===== config.mk =====
export PLATFORM = sky130hd
export DESIGN_NAME = hazard_stall_unit_flat
export DESIGN_NICKNAME = d
export VERILOG_FILES = /design/src/rtl/hazard_stall_unit_if.sv /design/src/rtl/hazard_stall_unit.sv /design/src/flat_wrapper.sv
export SDC_FILE = /design/constraint.sdc
export NUM_CORES = 1
export LEC_CHECK = 0
export CORE_AREA = 5 5 89 91
export DETAILED_ROUTE_END_ITERATION = 10
export DIE_AREA = 0 0 94 96
export PLACE_DENSITY = 0.65
export SETUP_SLACK_MARGIN = 0.02
export SLEW_MARGIN = 20
export SYNTH_ARGS = -nofsm -noshare
export SYNTH_HDL_FRONTEND = slang
export SYNTH_SLANG_ARGS = --single-unit

===== constraint.sdc =====
create_clock -name Clk -period 2.9 [get_ports Clk]
set_clock_uncertainty 0.1 [all_clocks]
set_input_delay 0.58 -clock Clk [delete_from_list [all_inputs] [get_ports Clk]]
set_output_delay 0.58 -clock Clk [all_outputs]
set_load 0.005 [all_outputs]

===== src/rtl/hazard_stall_unit_if.sv =====
// Hazard-unit bus: ID/EX/MEM register-use info in, pipeline stall/flush controls out.
// master = pipeline datapath side, slave = hazard unit.
interface hazard_stall_unit_if;
    logic [4:0]  ID_Rs;
    logic [4:0]  ID_Rt;
    logic        ID_UsesRs;
    logic        ID_UsesRt;
    logic        ID_IsBranch;
    logic        ID_BranchTaken;
    logic [4:0]  EX_WriteReg;
    logic        EX_RegWrite;
    logic        EX_MemRead;
    logic [4:0]  MEM_WriteReg;
    logic        MEM_RegWrite;
    logic        MEM_MemRead;
    logic        PCWrite;
    logic        IFID_Write;
    logic        IDEX_Bubble;
    logic        IFID_Flush;
    logic        Stalled;
    logic [15:0] StallCount;
    logic [15:0] FlushCount;

    modport master (
        output ID_Rs, ID_Rt, ID_UsesRs, ID_UsesRt, ID_IsBranch, ID_BranchTaken,
               EX_WriteReg, EX_RegWrite, EX_MemRead,
               MEM_WriteReg, MEM_RegWrite, MEM_MemRead,
        input  PCWrite, IFID_Write, IDEX_Bubble, IFID_Flush, Stalled,
               StallCount, FlushCount
    );

    modport slave (
        input  ID_Rs, ID_Rt, ID_UsesRs, ID_UsesRt, ID_IsBranch, ID_BranchTaken,
               EX_WriteReg, EX_RegWrite, EX_MemRead,
               MEM_WriteReg, MEM_RegWrite, MEM_MemRead,
        output PCWrite, IFID_Write, IDEX_Bubble, IFID_Flush, Stalled,
               StallCount, FlushCount
    );
endinterface


===== src/rtl/hazard_stall_unit.sv =====
// Load-use / branch-operand hazard detector with a RUN/STALL FSM for multi-cycle stalls,
// same-cycle stall/flush controls and saturating event counters.
module hazard_stall_unit (
    input  logic                 Clk,
    input  logic                 Rst,
    hazard_stall_unit_if.slave   bus
);
    typedef enum logic {RUN = 1'b0, STALL = 1'b1} state_t;

    state_t      state;
    logic [1:0]  rem;
    logic [15:0] stall_cnt;
    logic [15:0] flush_cnt;

    logic ex_hit_rs, ex_hit_rt, mem_hit_rs, mem_hit_rt;
    logic ex_match, mem_match;
    logic [1:0] need;
    logic stall_now, flush_now;

    // Register 0 is hard-wired zero, so it never produces a dependency.
    always_comb begin
        ex_hit_rs  = bus.EX_RegWrite  && (bus.EX_WriteReg  != 5'd0) &&
                     (bus.EX_WriteReg  == bus.ID_Rs) && bus.ID_UsesRs;
        ex_hit_rt  = bus.EX_RegWrite  && (bus.EX_WriteReg  != 5'd0) &&
                     (bus.EX_WriteReg  == bus.ID_Rt) && bus.ID_UsesRt;
        mem_hit_rs = bus.MEM_RegWrite && (bus.MEM_WriteReg != 5'd0) &&
                     (bus.MEM_WriteReg == bus.ID_Rs) && bus.ID_UsesRs;
        mem_hit_rt = bus.MEM_RegWrite && (bus.MEM_WriteReg != 5'd0) &&
                     (bus.MEM_WriteReg == bus.ID_Rt) && bus.ID_UsesRt;
        ex_match   = ex_hit_rs  || ex_hit_rt;
        mem_match  = mem_hit_rs || mem_hit_rt;
    end

    // Branches compare in ID, so they also wait on ALU results and on loads still in MEM.
    always_comb begin
        need = 2'd0;
        if (bus.EX_MemRead && ex_match)
            need = 2'd1;
        if (bus.ID_IsBranch && bus.EX_RegWrite && !bus.EX_MemRead && ex_match)
            need = 2'd1;
        if (bus.ID_IsBranch && bus.MEM_MemRead && mem_match)
            need = 2'd1;
        if (bus.ID_IsBranch && bus.EX_MemRead && ex_match)
            need = 2'd2;
    end

    always_comb begin
        stall_now = !Rst && ((state == STALL) || (need != 2'd0));
        flush_now = !Rst && (state == RUN) && (need == 2'd0) &&
                    bus.ID_IsBranch && bus.ID_BranchTaken;
    end

    assign bus.PCWrite     = !stall_now;
    assign bus.IFID_Write  = !stall_now;
    assign bus.IDEX_Bubble = stall_now;
    assign bus.IFID_Flush  = flush_now;
    assign bus.Stalled     = !Rst && (state == STALL);
    assign bus.StallCount  = stall_cnt;
    assign bus.FlushCount  = flush_cnt;

    always_ff @(posedge Clk or posedge Rst) begin
        if (Rst) begin
            state     <= RUN;
            rem       <= 2'd0;
            stall_cnt <= 16'd0;
            flush_cnt <= 16'd0;
        end else begin
            case (state)
                RUN: begin
                    if (need != 2'd0) begin
                        rem <= need - 2'd1;
                        if ((need - 2'd1) != 2'd0)
                            state <= STALL;
                    end
                end
                STALL: begin
                    rem <= rem - 2'd1;
                    if (rem == 2'd1)
                        state <= RUN;
                end
                default: state <= RUN;
            endcase
            if (stall_now && (stall_cnt != 16'hFFFF))
                stall_cnt <= stall_cnt + 16'd1;
            if (flush_now && (flush_cnt != 16'hFFFF))
                flush_cnt <= flush_cnt + 16'd1;
        end
    end
endmodule


===== src/flat_wrapper.sv =====
// flat-port wrapper written by rule: the top's interface ports become plain ports
module hazard_stall_unit_flat 
  (Clk, Rst, bus_ID_Rs, bus_ID_Rt, bus_ID_UsesRs, bus_ID_UsesRt, bus_ID_IsBranch, bus_ID_BranchTaken, bus_EX_WriteReg, bus_EX_RegWrite, bus_EX_MemRead, bus_MEM_WriteReg, bus_MEM_RegWrite, bus_MEM_MemRead, bus_PCWrite, bus_IFID_Write, bus_IDEX_Bubble, bus_IFID_Flush, bus_Stalled, bus_StallCount, bus_FlushCount);
  hazard_stall_unit_if bus_i ();
  input  logic Clk;
  input  logic Rst;
  input wire logic [$bits(bus_i.ID_Rs)-1:0] bus_ID_Rs;
  input wire logic [$bits(bus_i.ID_Rt)-1:0] bus_ID_Rt;
  input wire logic [$bits(bus_i.ID_UsesRs)-1:0] bus_ID_UsesRs;
  input wire logic [$bits(bus_i.ID_UsesRt)-1:0] bus_ID_UsesRt;
  input wire logic [$bits(bus_i.ID_IsBranch)-1:0] bus_ID_IsBranch;
  input wire logic [$bits(bus_i.ID_BranchTaken)-1:0] bus_ID_BranchTaken;
  input wire logic [$bits(bus_i.EX_WriteReg)-1:0] bus_EX_WriteReg;
  input wire logic [$bits(bus_i.EX_RegWrite)-1:0] bus_EX_RegWrite;
  input wire logic [$bits(bus_i.EX_MemRead)-1:0] bus_EX_MemRead;
  input wire logic [$bits(bus_i.MEM_WriteReg)-1:0] bus_MEM_WriteReg;
  input wire logic [$bits(bus_i.MEM_RegWrite)-1:0] bus_MEM_RegWrite;
  input wire logic [$bits(bus_i.MEM_MemRead)-1:0] bus_MEM_MemRead;
  output wire logic [$bits(bus_i.PCWrite)-1:0] bus_PCWrite;
  output wire logic [$bits(bus_i.IFID_Write)-1:0] bus_IFID_Write;
  output wire logic [$bits(bus_i.IDEX_Bubble)-1:0] bus_IDEX_Bubble;
  output wire logic [$bits(bus_i.IFID_Flush)-1:0] bus_IFID_Flush;
  output wire logic [$bits(bus_i.Stalled)-1:0] bus_Stalled;
  output wire logic [$bits(bus_i.StallCount)-1:0] bus_StallCount;
  output wire logic [$bits(bus_i.FlushCount)-1:0] bus_FlushCount;
  assign bus_i.ID_Rs = bus_ID_Rs;
  assign bus_i.ID_Rt = bus_ID_Rt;
  assign bus_i.ID_UsesRs = bus_ID_UsesRs;
  assign bus_i.ID_UsesRt = bus_ID_UsesRt;
  assign bus_i.ID_IsBranch = bus_ID_IsBranch;
  assign bus_i.ID_BranchTaken = bus_ID_BranchTaken;
  assign bus_i.EX_WriteReg = bus_EX_WriteReg;
  assign bus_i.EX_RegWrite = bus_EX_RegWrite;
  assign bus_i.EX_MemRead = bus_EX_MemRead;
  assign bus_i.MEM_WriteReg = bus_MEM_WriteReg;
  assign bus_i.MEM_RegWrite = bus_MEM_RegWrite;
  assign bus_i.MEM_MemRead = bus_MEM_MemRead;
  assign bus_PCWrite = bus_i.PCWrite;
  assign bus_IFID_Write = bus_i.IFID_Write;
  assign bus_IDEX_Bubble = bus_i.IDEX_Bubble;
  assign bus_IFID_Flush = bus_i.IFID_Flush;
  assign bus_Stalled = bus_i.Stalled;
  assign bus_StallCount = bus_i.StallCount;
  assign bus_FlushCount = bus_i.FlushCount;
  hazard_stall_unit u_core (.Clk(Clk), .Rst(Rst), .bus(bus_i));
endmodule

==> impl_metrics.csv <==
group,metric,value,unit
synth,ys_top_cells_by_area,"dfrtp_1 43%, xor2_1 12%, xnor2_1 8.5%, nand3_1 2.9%, nand2_1 2.9%",
grt,grt-ovfl-total,0,
clock_network,tritoncts,"built",
drt,routed_wirelength,5220,um
finish,layout-drive-gt1-share,16.1,%
power,seq_power_share,45.1,%
setup_path,cp.arrival,2120,ps
setup_path,path_cells,"clkdlybuf4s15_2 -> or4_1 -> o21a_1 -> o21ai_2 -> o221ai_2 -> buf_4 -> nor2_1 -> buf_2",
placed_design,port_buffers,66,
floorplan,die-height,96,um
drt,drtIter0Drc,44,
setup_path,r2r_cells,6,
drt,first_pass_iters,4,
synth,yosysTopAreaCell,"dfrtp_1",
drt,drc,0,
power,switching_share,30.4,%
synth,synth_top_area_share,42.6,%
drt,antenna_left,0,
synth,seq_area_frac_synth,42.6,%
clock_network,clk_latency,280,ps
power,powerDensity,465,nW/um^2
finish,num-fill-cells,720,
synth,ys_warn_count,0,
timing,fmax,0.357,GHz
timing,slew_headroom,69.9,%
clock_network,clock_sinks,35,
synth,synth_xor_area_share,20.9,%
clock_network,cts_max_level,2,
grt,grt_max_degree,36,
timing,fin_ws,95.7,ps
setup_path,worstPathRequired,2220,ps
synth,synth_fp_nets,235,
setup_path,cp_max_fo,3,
timing,post-route-period-util,96.7,%
setup_path,endpoint_kind,"output port",
synth,synth_mux_area_share,2.13,%
power,power.leakage,1.34,nW
timing,hold_ws,394,ps
setup_path,rrSetupSlack,810,ps
power,p_sw,0.000433,W
finish,fin_nets,317,
timing,setup_viol,0,
clock_network,cts_made_buffers,5,
synth,ys_ff_latch,35,
synth,synth_fa_ha_area_share,1.83,%
synth,syn_area,2050,sq um
drt,viasPerCell,4.67,
min_path,min_path_cells,1,
min_path,worstHoldStart,"u_core.bus.FlushCount[8]",
min_path,min_to,"u_core.bus.FlushCount[8]",
synth,ys_types,34,
synth,synthSimpleGateAreaFrac,24.6,%
flow_run,drv_cap,0,
synth,synth_top_family_by_area,"simple AND/OR/NAND/NOR gates",
floorplan,start_util,29.1,%
setup_path,r2r-end,"u_core.bus.FlushCount[11]",
synth,synthCells,202,
setup_path,worst-setup-path-type,"in -> out",
grt,grt_pass1_wl,8630,um
floorplan,std_cell_rows,31,
power,pwr-share-comb,27.3,%
drt,wl_per_cell,13.6,um
setup_path,startpoint_type,"primary input",
setup_path,cpPeakStageDelay,510,ps
finish,antenna_cells,0,
setup_path,cpMaxStageDelayCell,"or4_1",
placed_design,post-place-ws,-515,ps
placed_design,dp_hpwl,3910,um
clock_network,clock_path_buffers,2,
finish,syn_to_final_growth,48.8,%
grt,grt_usage,11.9,%
clock_network,clk_pin_slew,70,ps
floorplan,core_region_area,7060,sq um
grt,first_global_vias,1812,
timing,rsz0062_at_grt,"yes",
timing,setup-tns-final,0,ps
power,peakVddDrop,0.380,mV
grt,antenna_found_initial,0,
floorplan,die_w,94,um
min_path,holdCritPathClass,"reg -> reg",
timing,hold_viol,0,
timing,maxSlewViolCount,0,
timing,tightest_slew,451,ps
floorplan,ios,67,
synth,syn_avg_cell_area,10.2,sq um
placed_design,gp_congestion,0.781,
power,clockPowerShare,27.6,%
power,p_int,0.000989,W
drt,num_vias,1795,
run_status,status,"finished, final reports clean",
setup_path,r2r-start,"u_core.bus.FlushCount[6]",
timing,period_minus_slack,2800,ps
floorplan,dieArea,9020,sq um
clock_network,root_buffer,"clkbuf_8",
synth,synth_compound_area_share,4.63,%
logic make-up after synthesis:
group	count (synthesis)
compound gates	12
xor+xnor	49
fa+ha+maj	3
buf+inv	14
flops	35
mux	4
simple gates	85
critical path, delay by kind of cell:
| family | cells | cell delay (ps) |
|---|---|---|
| and+or+nand+nor | 2 | 600 |
| buffers and inverters | 3 | 500 |
| AOI/OAI and AO/OA | 3 | 440 |
cells in the mapped netlist, drive strengths merged:
cell / instances
and3: 8
ha: 3
mux2i: 1
clkbuf: 2
nor4: 10
buf: 5
xnor2: 20
nand4b: 2
dfrtp: 35
inv: 7
and4: 3
nor2: 8
a31oi: 1
a21oi: 2
nor3: 7
o21ai: 2
a32oi: 2
nand2: 16
a21o: 1
a41oi: 1
and2: 6
o21a: 1
or4: 4
mux2: 3
xor2: 29
o221ai: 2
nand4: 9
nand3: 12
layout by cell type (no fill, tap or decap), types with 4 or more instances in the layout:
master / synthesis / final
and2_1: 6 / 6
and3_1: 8 / 8
buf_4: 1 / 16
clkbuf_8: 0 / 7
clkdlybuf4s15_1: 0 / 4
clkdlybuf4s50_1: 0 / 44
dfrtp_1: 35 / 35
dlygate4sd2_1: 0 / 13
inv_1: 7 / 7
nand2_1: 16 / 15
nand3_1: 12 / 12
nand4_1: 9 / 9
nor2_1: 8 / 8
nor3_1: 7 / 7
nor4_2: 4 / 8
or4_1: 4 / 4
xnor2_1: 20 / 20
xor2_1: 29 / 29
routing by layer:
| metal | share of wire [%] | track usage (%) | up-vias |
|---|---|---|---|
| met3 | 6.9 | 3.36 | 5 |
| met2 | 45 | 19.5 | 48 |
| met4 | 0.96 | 2.89 | 0 |
| li1 | - | - | 876 |
| met5 | 0 | 0 | - |
| met1 | 47 | 15.5 | 866 |
flip-flops by register name, indices dropped and copies added (netlist names):
signal	count
u_core.rem	2
u_core.bus.FlushCount	16
u_core.state	1
u_core.bus.StallCount	16
per-stage QoR:
| stage | cells | util, % | total power, W | area, sq um |
|---|---|---|---|---|
| floorplan | 202 | - | 0.000813 | 2050 |
| global placement | 374 | 41.1 | 0.00104 | 2900 |
| detailed placement | 374 | 41.1 | 0.00104 | 2900 |
| CTS | 384 | 43.1 | 0.00144 | 3040 |
| global route | 384 | 43.3 | 0.00152 | 3060 |
| finish | 384 | 43.3 | 0.00142 | 3060 |
worst max path at each step:
stage / from / endpoint / slack (ps) / cells past startpoint
floorplan: Rst / u_core.bus.FlushCount[11] / 150 / 6
global placement: bus_EX_WriteReg[4] / bus_IDEX_Bubble / -510 / 8
detailed placement: bus_EX_WriteReg[4] / bus_IDEX_Bubble / -510 / 8
CTS: bus_ID_Rt[2] / bus_IDEX_Bubble / 20 / 8
global route: bus_EX_WriteReg[2] / bus_IFID_Flush / 7 / 8
finish: bus_EX_WriteReg[2] / bus_IFID_Flush / 100 / 8
power groups by stage:
stage          Combinational (W)  Sequential [W]  Clock, W
2_1_floorplan           0.000175        0.000638         0
3_3_place_gp            0.000386        0.000650         0
3_5_place_dp            0.000392        0.000650         0
4_1_cts                 0.000396        0.000642  0.000404
5_1_grt                 0.000440        0.000657  0.000424
6_report                0.000388        0.000642  0.000392
layout make-up:
| type | count | area [sq um] | share of cell area (%) |
|---|---|---|---|
| flip-flops and latches | 35 | 876 | 28.6 |
| clock buffers | 7 | 96.3 | 3.15 |
| inverters | 7 | 26.3 | 0.859 |
| multi-input cells | 153 | 1170 | 38.2 |
| well taps | 99 | 124 | 4.05 |
| repair buffers | 82 | 759 | 24.8 |
| clock inverters | 1 | 7.51 | 0.245 |
repair_timing:
item / in CTS / in global routing
hold buffers: 0 / 0
pin swaps: 10 / 9
buffers inserted: 2 / 1
resized for setup: 35 / 9
endpoints found under the setup margin: 5 / 5
Power figures use the tool's default switching activity.
